==> config.mk <==
export PLATFORM = sky130hd
export DESIGN_NAME = gray_to_binary_converter
export DESIGN_NICKNAME = d
export VERILOG_FILES = /design/src/rtl/gray_to_binary_converter_pkg.sv /design/src/rtl/gray_to_binary_xor_chain8.sv /design/src/rtl/gray_to_binary_converter.sv
export SDC_FILE = /design/constraint.sdc
export NUM_CORES = 1
export LEC_CHECK = 0
export CAP_MARGIN = 0
export CELL_PAD_IN_SITES_DETAIL_PLACEMENT = 1
export CELL_PAD_IN_SITES_GLOBAL_PLACEMENT = 2
export CORE_MARGIN = 3
export CORE_UTILIZATION = 28
export CTS_BUF_LIST = sky130_fd_sc_hd__clkbuf_4 sky130_fd_sc_hd__clkbuf_8
export DETAILED_ROUTE_END_ITERATION = 10
export GPL_TIMING_DRIVEN = 0
export PLACE_DENSITY = 0.87
export SLEW_MARGIN = 5
export SYNTH_ARGS = -nofsm -noshare
export SYNTH_HDL_FRONTEND = slang
export SYNTH_SLANG_ARGS = --single-unit
==> constraint.sdc <==
create_clock -name clk -period 5.3 [get_ports clk]
set_clock_uncertainty 0.1 [all_clocks]
set_input_delay 1.06 -clock clk [delete_from_list [all_inputs] [get_ports clk]]
set_output_delay 1.06 -clock clk [all_outputs]
set_load 0.005 [all_outputs]
==> src/rtl/gray_to_binary_converter_pkg.sv <==
// Shared widths and FSM encodings for the iterative Gray-to-binary converter.
// State names carry a G2B_ prefix so they never alias the binary-to-Gray block.
package gray_to_binary_converter_pkg;

    localparam int DATA_W  = 128;
    localparam int CHUNK_W = 8;
    localparam int ROUNDS  = DATA_W / CHUNK_W;
    localparam int CNT_W   = $clog2(ROUNDS);

    typedef enum logic [1:0] {
        G2B_START   = 2'd0,
        G2B_WAIT    = 2'd1,
        G2B_CONVERT = 2'd2
    } g2b_state_e;

endpackage

==> src/rtl/gray_to_binary_xor_chain8.sv <==
// One 8-bit slice of the MSB-first prefix XOR.
// carry_in is the binary bit just above this slice.
module gray_to_binary_xor_chain8 (
    input  logic [7:0] gray,
    input  logic       carry_in,
    output logic [7:0] bin,
    output logic       carry_out
);

    logic acc;

    always_comb begin
        bin = '0;
        acc = carry_in;
        for (int i = 7; i >= 0; i--) begin
            acc    = acc ^ gray[i];
            bin[i] = acc;
        end
    end

    assign carry_out = bin[0];

endmodule

==> src/rtl/gray_to_binary_converter.sv <==
// Iterative 128-bit Gray-to-binary converter, one 8-bit chunk per cycle.
// Chunk 0 is converted straight from data_in in the cycle start is accepted.
module gray_to_binary_converter
    import gray_to_binary_converter_pkg::*;
(
    input  logic              clk,
    input  logic              rst,
    input  logic              converter_start,
    input  logic [DATA_W-1:0] data_in,
    output logic [DATA_W-1:0] data_out,
    output logic              data_out_valid,
    output logic              busy
);

    g2b_state_e state;
    g2b_state_e state_nxt;

    logic [CNT_W-1:0]   cnt;
    logic [CNT_W-1:0]   ridx;
    logic [DATA_W-1:0]  data_reg;
    logic [DATA_W-1:0]  src_word;
    logic [DATA_W-1:0]  upd_word;
    logic               carry;
    logic [CHUNK_W-1:0] chunk_g;
    logic [CHUNK_W-1:0] chunk_b;
    logic               chunk_cin;
    logic               chunk_cout;
    logic               accept;
    logic               last;

    assign accept = (state == G2B_WAIT) && converter_start;
    assign last   = (state == G2B_CONVERT) && (cnt == CNT_W'(ROUNDS - 1));

    // The start cycle works on data_in as round 0; later rounds on data_reg.
    assign src_word  = accept ? data_in : data_reg;
    assign ridx      = accept ? '0 : cnt;
    assign chunk_cin = accept ? 1'b0 : carry;

    always_comb begin
        chunk_g = '0;
        for (int r = 0; r < ROUNDS; r++) begin
            if (ridx == CNT_W'(r)) begin
                chunk_g = src_word[DATA_W-1-CHUNK_W*r -: CHUNK_W];
            end
        end
    end

    gray_to_binary_xor_chain8 u_chain (
        .gray      (chunk_g),
        .carry_in  (chunk_cin),
        .bin       (chunk_b),
        .carry_out (chunk_cout)
    );

    always_comb begin
        upd_word = src_word;
        for (int r = 0; r < ROUNDS; r++) begin
            if (ridx == CNT_W'(r)) begin
                upd_word[DATA_W-1-CHUNK_W*r -: CHUNK_W] = chunk_b;
            end
        end
    end

    always_ff @(posedge clk or posedge rst) begin
        if (rst) begin
            state <= G2B_START;
        end else begin
            state <= state_nxt;
        end
    end

    always_comb begin
        state_nxt = state;
        unique case (state)
            G2B_START:   state_nxt = G2B_WAIT;
            G2B_WAIT:    if (converter_start) state_nxt = G2B_CONVERT;
            G2B_CONVERT: if (last) state_nxt = G2B_WAIT;
            default:     state_nxt = G2B_START;
        endcase
    end

    always_comb begin
        busy           = (state != G2B_WAIT);
        data_out_valid = last;
        data_out       = last ? upd_word : '0;
    end

    // Completion clears everything so the idle datapath holds zero.
    always_ff @(posedge clk or posedge rst) begin
        if (rst) begin
            cnt      <= '0;
            data_reg <= '0;
            carry    <= 1'b0;
        end else if (accept) begin
            cnt      <= CNT_W'(1);
            data_reg <= upd_word;
            carry    <= chunk_cout;
        end else if (last) begin
            cnt      <= '0;
            data_reg <= '0;
            carry    <= 1'b0;
        end else if (state == G2B_CONVERT) begin
            cnt      <= cnt + CNT_W'(1);
            data_reg <= upd_word;
            carry    <= chunk_cout;
        end
    end

endmodule

-- Word-level counts from Yosys, hierarchy flattened
Cells that the tools add are included.
- memories: 0
- ROM bits: 0
- output and inout port bits: 130
- memory bits (writable): 0
- register bits: 135
- bits of input ports: 131
- logic and storage cells: 88
- latch bits: 0
- add/subtract/negate cells: 1
- reductions and logical operators: 6
- multipliers: 0
- div/mod/pow operators: 0
- shifts and indexed selects: 0
- bitwise operators: 8
- multiplexer cells: 48
- $lt $le $gt $ge: 0
- eq/ne operators: 21
- operators with widths (cell ; count):
    two-way mux 128 bit ; 5
    two-way mux 8 bit ; 32
    equality test 4 bit, second input constant ; 9
    equality test 4 x 3 -> 1 bit, second input constant ; 4
    two-way mux 4 bit ; 4
    equality test 4 x 2 -> 1 bit, second input constant ; 2
    bitwise XOR 1 bit ; 8
    one-hot mux 2 bit (3 select lines) ; 1
    adder 4 x 1 -> 4 bit, second input constant ; 1
    equality test 4 x 1 -> 1 bit, second input constant ; 1
    logical NOT 4 bit ; 1
    two-way mux 1 bit ; 4
    two-way mux 2 bit ; 2
    != test 2 bit, second input constant ; 2
    nonzero test 3 bit ; 1
    equality test 2 x 1 -> 1 bit, second input constant ; 1
    equality test 2 bit, second input constant ; 1
    logical AND 1 bit ; 2
    logical NOT 2 bit ; 1
    != test 2 x 1 -> 1 bit, second input constant ; 1
    AND reduction 2 bit ; 1

-- Longest topological paths before layout
- word-level depth: 32
- depth in mapped cells: 15
- depth with buffers taken out: 10

-- By module
Synthesis repeated with hierarchy kept, for this count alone.
- cells, all modules: 1430
- area, all modules: 9889.5 µm²
- modules (own cells, without submodules) (module ; times used ; area each (µm²) ; sequential area each (µm²) ; cells an instance):
    gray_to_binary_converter ; 1 ; 9733.1 ; 3378.2 ; 1415
    gray_to_binary_xor_chain8 ; 1 ; 156.4 ; 0.0 ; 15

-- Least setup slack after synthesis
No wires, ideal clock.
- kind: input port to output port
- start point: input converter_start
- end point: output data_out[121]
- arrival: 3.673 ns
- stages on the path: 11
- slack: 0.467 ns
- path buffers: 2
- path through: and3b_1 > buf_4 > a2111o_1 > a21oi_1 > nor4_1 > or3_1 > nand3_2 > xor3_4 > buf_6 > xor2_2 > a211oi_1
- longest elaborated chain between the ends: 28
- elaborated cells on any way between the ends: 45
- those cells by class: eq/ne (15); mux (21); bitwise (7); reduce/logical (2)
- RTL lines (element ; line ; RTL):
    start, declared ; gray_to_binary_converter.sv:8 ; input logic converter_start,
    logical AND 1 bit (*) ; gray_to_binary_converter.sv:31 ; assign accept = (state == G2B_WAIT) && converter_start;
    two-way mux 4 bit ; gray_to_binary_converter.sv:36 ; assign ridx = accept ? '0 : cnt;
    logical NOT 4 bit ; gray_to_binary_converter.sv:42, gray_to_binary_converter.sv:58 ;
    two-way mux 8 bit (16 in series) ; gray_to_binary_converter.sv:42 ; if (ridx == CNT_W'(r)) begin
    bitwise XOR 1 bit (7 in series) ; gray_to_binary_xor_chain8.sv:16 ; acc = acc ^ gray[i];
    two-way mux 8 bit (*) ; gray_to_binary_converter.sv:58 ; if (ridx == CNT_W'(r)) begin
    two-way mux 128 bit (*) ; gray_to_binary_converter.sv:85 ; data_out = last ? upd_word : '0;
    end, declared ; gray_to_binary_converter.sv:10 ; output logic [DATA_W-1:0] data_out,
Every way passes the cells marked *; elsewhere a longest branch is shown, timed or not.

-- Worst setup path after layout
- start point: register cnt[1]
- end point: output data_out[67]
- longest elaborated chain between the ends: 25
- elaborated cells on any way between the ends: 42
- those cells by class: eq/ne (16); mux (19); bitwise (5); reduce/logical (2)
- RTL lines (element ; line ; RTL):
    start, declared ; gray_to_binary_converter.sv:18 ; logic [CNT_W-1:0] cnt;
    start signal, assigned ; gray_to_binary_converter.sv:103 ; cnt <= cnt + CNT_W'(1);
    two-way mux 4 bit ; gray_to_binary_converter.sv:36 ;
    logical NOT 4 bit ; gray_to_binary_converter.sv:42 ;
    two-way mux 8 bit (16 in series) ; gray_to_binary_converter.sv:42 ;
    bitwise XOR 1 bit (5 in series) ; gray_to_binary_xor_chain8.sv:16 ;
    two-way mux 8 bit ; gray_to_binary_converter.sv:58 ;
    two-way mux 128 bit (*) ; gray_to_binary_converter.sv:85 ;
Marked as above.

==> metrics.cfg <==
[run_status]
outcome = finished with violations
violations = negative setup slack

[synth]
synth_edf_count = 0
syn-instance-count = 1279
synth_nets = 1411
syn-cell-area_um2 = 9610
synth_warnings = 0
yosysUniqueCellTypes = 78
ys_ff_latch = 135
async_reset_ff_share_pct = 100
synth-seq-area-share_pct = 35.2
syn_area_per_cell_um2 = 7.51
synth-main-ff-cell = dfrtp_1

[drt]
post_drt_wl_per_cell_um = 28.4
drt-total-wl_um = 59100
drt_iter0_drc = 1165
drtAntennaViolNets = 0
route.detailed.drc = 0
dr.pass1.iters = 5
num_vias = 12100
detail_route.vias_per_cell = 5.83

[sta]
maxSlewHeadroom_pct = 21.8
slew_viol_final = 0
fmax_mhz = 182
worstMarginPinSlew_ns = 1.17
rsz0062_at_grt = yes
hold_viol_final = 0
fin_crit_ns = 5.50
worst_slack_ns = -0.198
setup_viol = 24
worst_hold_slack_ns = 0.392
fin_crit_sh_pct = 104

[layout]
stdcell_count = 2085
final_core_util_pct = 43.4
largest_register_ffs = 128
num_antenna_cells = 0
drive_above_1_share_pct = 19.5
syn_to_final_growth_pct = 52.2
nNetsFinal = 1757

[clock_tree]
clkTransAtPathRegs_ns = 0.10
clk_latency_ns = 0.49
cts_tree = done
cts_hold_buf = 0
cts-htree-levels = 4
clockRootBuffer = clkbuf_8
cts_sinks = 135
clock_path_buffers = 2
cts_buffers = 17

[global_routing]
grt_pass1_vias = 12700
grt_pass1_wl_um = 85600
grt.total_usage_pct = 31.8
grt_max_degree = 76
grt_overflow = 0
antenna_found_initial = 3

[floorplan]
rows = 67
dieArea_um2 = 36600
fp.dieW_um = 191
start_util_pct = 28.5
ios = 261
core_area_um2 = 33700
die_y_um = 191

[critical_path]
cpMaxStageDelayCell = xor3_4
worst-path-max-fanout = 10
cp_slowest_stage_delay_ns = 0.48
crit_path_end_kind = output port
worstPathCellList = buf_6, buf_4, nor2b_1, clkbuf_2, buf_4, a21oi_1, o21ai_0, a311oi_2, nor2_2, xnor2_2, xor3_4, buf_6, xor2_4, or2_4, a21oi_4, buf_2
required_ns = 4.14
critPathArrivalTime_ns = 4.34
crit_type = reg -> out
critPathLaunchType = flip-flop

[placed_design]
port_buffers = 260
gp_congestion = 0.976
hpwl_um = 44000
pre_cts_ws_ns = -2.16
dp.cells = 1990

[worst_hold_path]
hold_class = reg -> reg

[job]
cap_violations = 0

stage by stage:
| stage | area (um^2) | setup TNS [ns] |
|---|---|---|
| after global routing | 14600 | -4.75 |
| after CTS | 14400 | -2.90 |
| after floorplan | 9610 | 0 |
| final | 14600 | -2.86 |
| after global placement | 12800 | -459.04 |
| after detailed placement | 12800 | -214.95 |
final cells by class:
type | instances | area (um^2)
plain buffers | 102 | 687
clock buffers | 17 | 234
fillers | 4087 | 19100
multi-input cells | 1032 | 6440
clock inverters | 14 | 141
repair buffers | 329 | 3140
flip-flops and latches | 135 | 3380
inverters | 8 | 36.3
well taps | 448 | 561
final timing paths:
path / startpoint / to / slack, ns / depth (start not counted)
max: cnt[1] / data_out[67] / -0.20 / 16
min: data_reg[54] / data_reg[54] / 0.39 / 2
max reg2reg: cnt[1] / carry / 0.98 / 16
min reg2reg: data_reg[54] / data_reg[54] / 0.39 / 2
max in group asynchronous: rst / data_reg[55] / 3.30 / 3
min in group asynchronous: rst / data_reg[23] / 0.98 / 2
cells in the mapped netlist (3+ instances only):
master	count	area, um^2
and4b_1	3	30.0
buf_1	13	48.8
o2111ai_1	3	26.3
o221ai_1	3	26.3
and3_1	11	68.8
or2_2	3	18.8
dfrtp_1	135	3380
and2_1	18	113
a221oi_1	4	35.0
inv_1	7	26.3
a211oi_1	20	150
buf_2	21	105
xor2_2	3	48.8
a22oi_1	19	143
xnor2_1	6	52.6
a32oi_1	3	26.3
a22o_1	8	70.1
a21oi_1	113	566
o22ai_1	9	56.3
o21a_1	5	37.5
nand2_1	335	1260
nor3_1	15	75.1
o211ai_1	49	368
nand2b_1	10	62.6
nor2_1	97	364
o21ai_0	99	495
nand3_1	17	85.1
nor2b_1	7	43.8
nor4_1	7	43.8
clkbuf_1	63	236
mux2i_1	26	260
buf_4	4	30.0
a31oi_1	48	300
a21o_1	9	67.6
mux4_2	3	67.6
nand3b_1	4	30.0
o21ai_1	7	35.0
a211oi_2	3	37.5
buf_6	3	33.8
or3_1	5	31.3
mux2_2	12	135
worst max-delay path: cells and delay by family (launching register included):
kind,cells,cell delay (ns)
simple gates,3,0.70
flops,1,0.43
xor+xnor,3,0.84
buf+inv,6,1.25
compound gates,4,0.62
metal layers:
layer | part of all wire [%] | vias up | global-route usage [%]
li1 | - | 5262 | -
met1 | 42 | 6109 | 42.5
met2 | 46 | 637 | 51.3
met3 | 7.0 | 138 | 4.31
met4 | 4.9 | 2 | 14.0
met5 | 0.022 | - | 0
cell usage in the layout (no fill, tap or decap), types with 24 or more instances in the layout:
| cell type | synthesis | routed |
|---|---|---|
| o21ai_0 | 99 | 98 |
| clkbuf_1 | 63 | 40 |
| buf_6 | 3 | 24 |
| nor2_1 | 97 | 80 |
| dfrtp_1 | 135 | 135 |
| mux2i_1 | 26 | 24 |
| nand2_1 | 335 | 326 |
| buf_4 | 4 | 56 |
| a31oi_1 | 48 | 46 |
| buf_2 | 21 | 35 |
| a21oi_1 | 113 | 87 |
| o211ai_1 | 49 | 49 |
| clkdlybuf4s50_1 | 0 | 203 |
cell families (layout without fill, tap and decap cells):
logic type	count (synthesis)	count (layout)	share of synthesized area (%)
and+or+nand+nor	544	544	24.2
AOI/OAI and AO/OA	429	429	28.1
DFF	135	135	35.2
buffers and inverters	112	470	5.04
muxes	42	42	4.94
xor gates and xnor gates	16	16	2.50
adders and majority gates	1	1	0.130
timing repair:
action | in CTS | in global routing
setup endpoints to repair | 152 | 89
buffers inserted | 52 | 14
pin swaps | 54 | 24
gates resized for setup | 329 | 65
gates cloned | 2 | 0
Power is not shown: default switching activity piles up to over one toggle a cycle in this logic, so the estimate is an artifact.
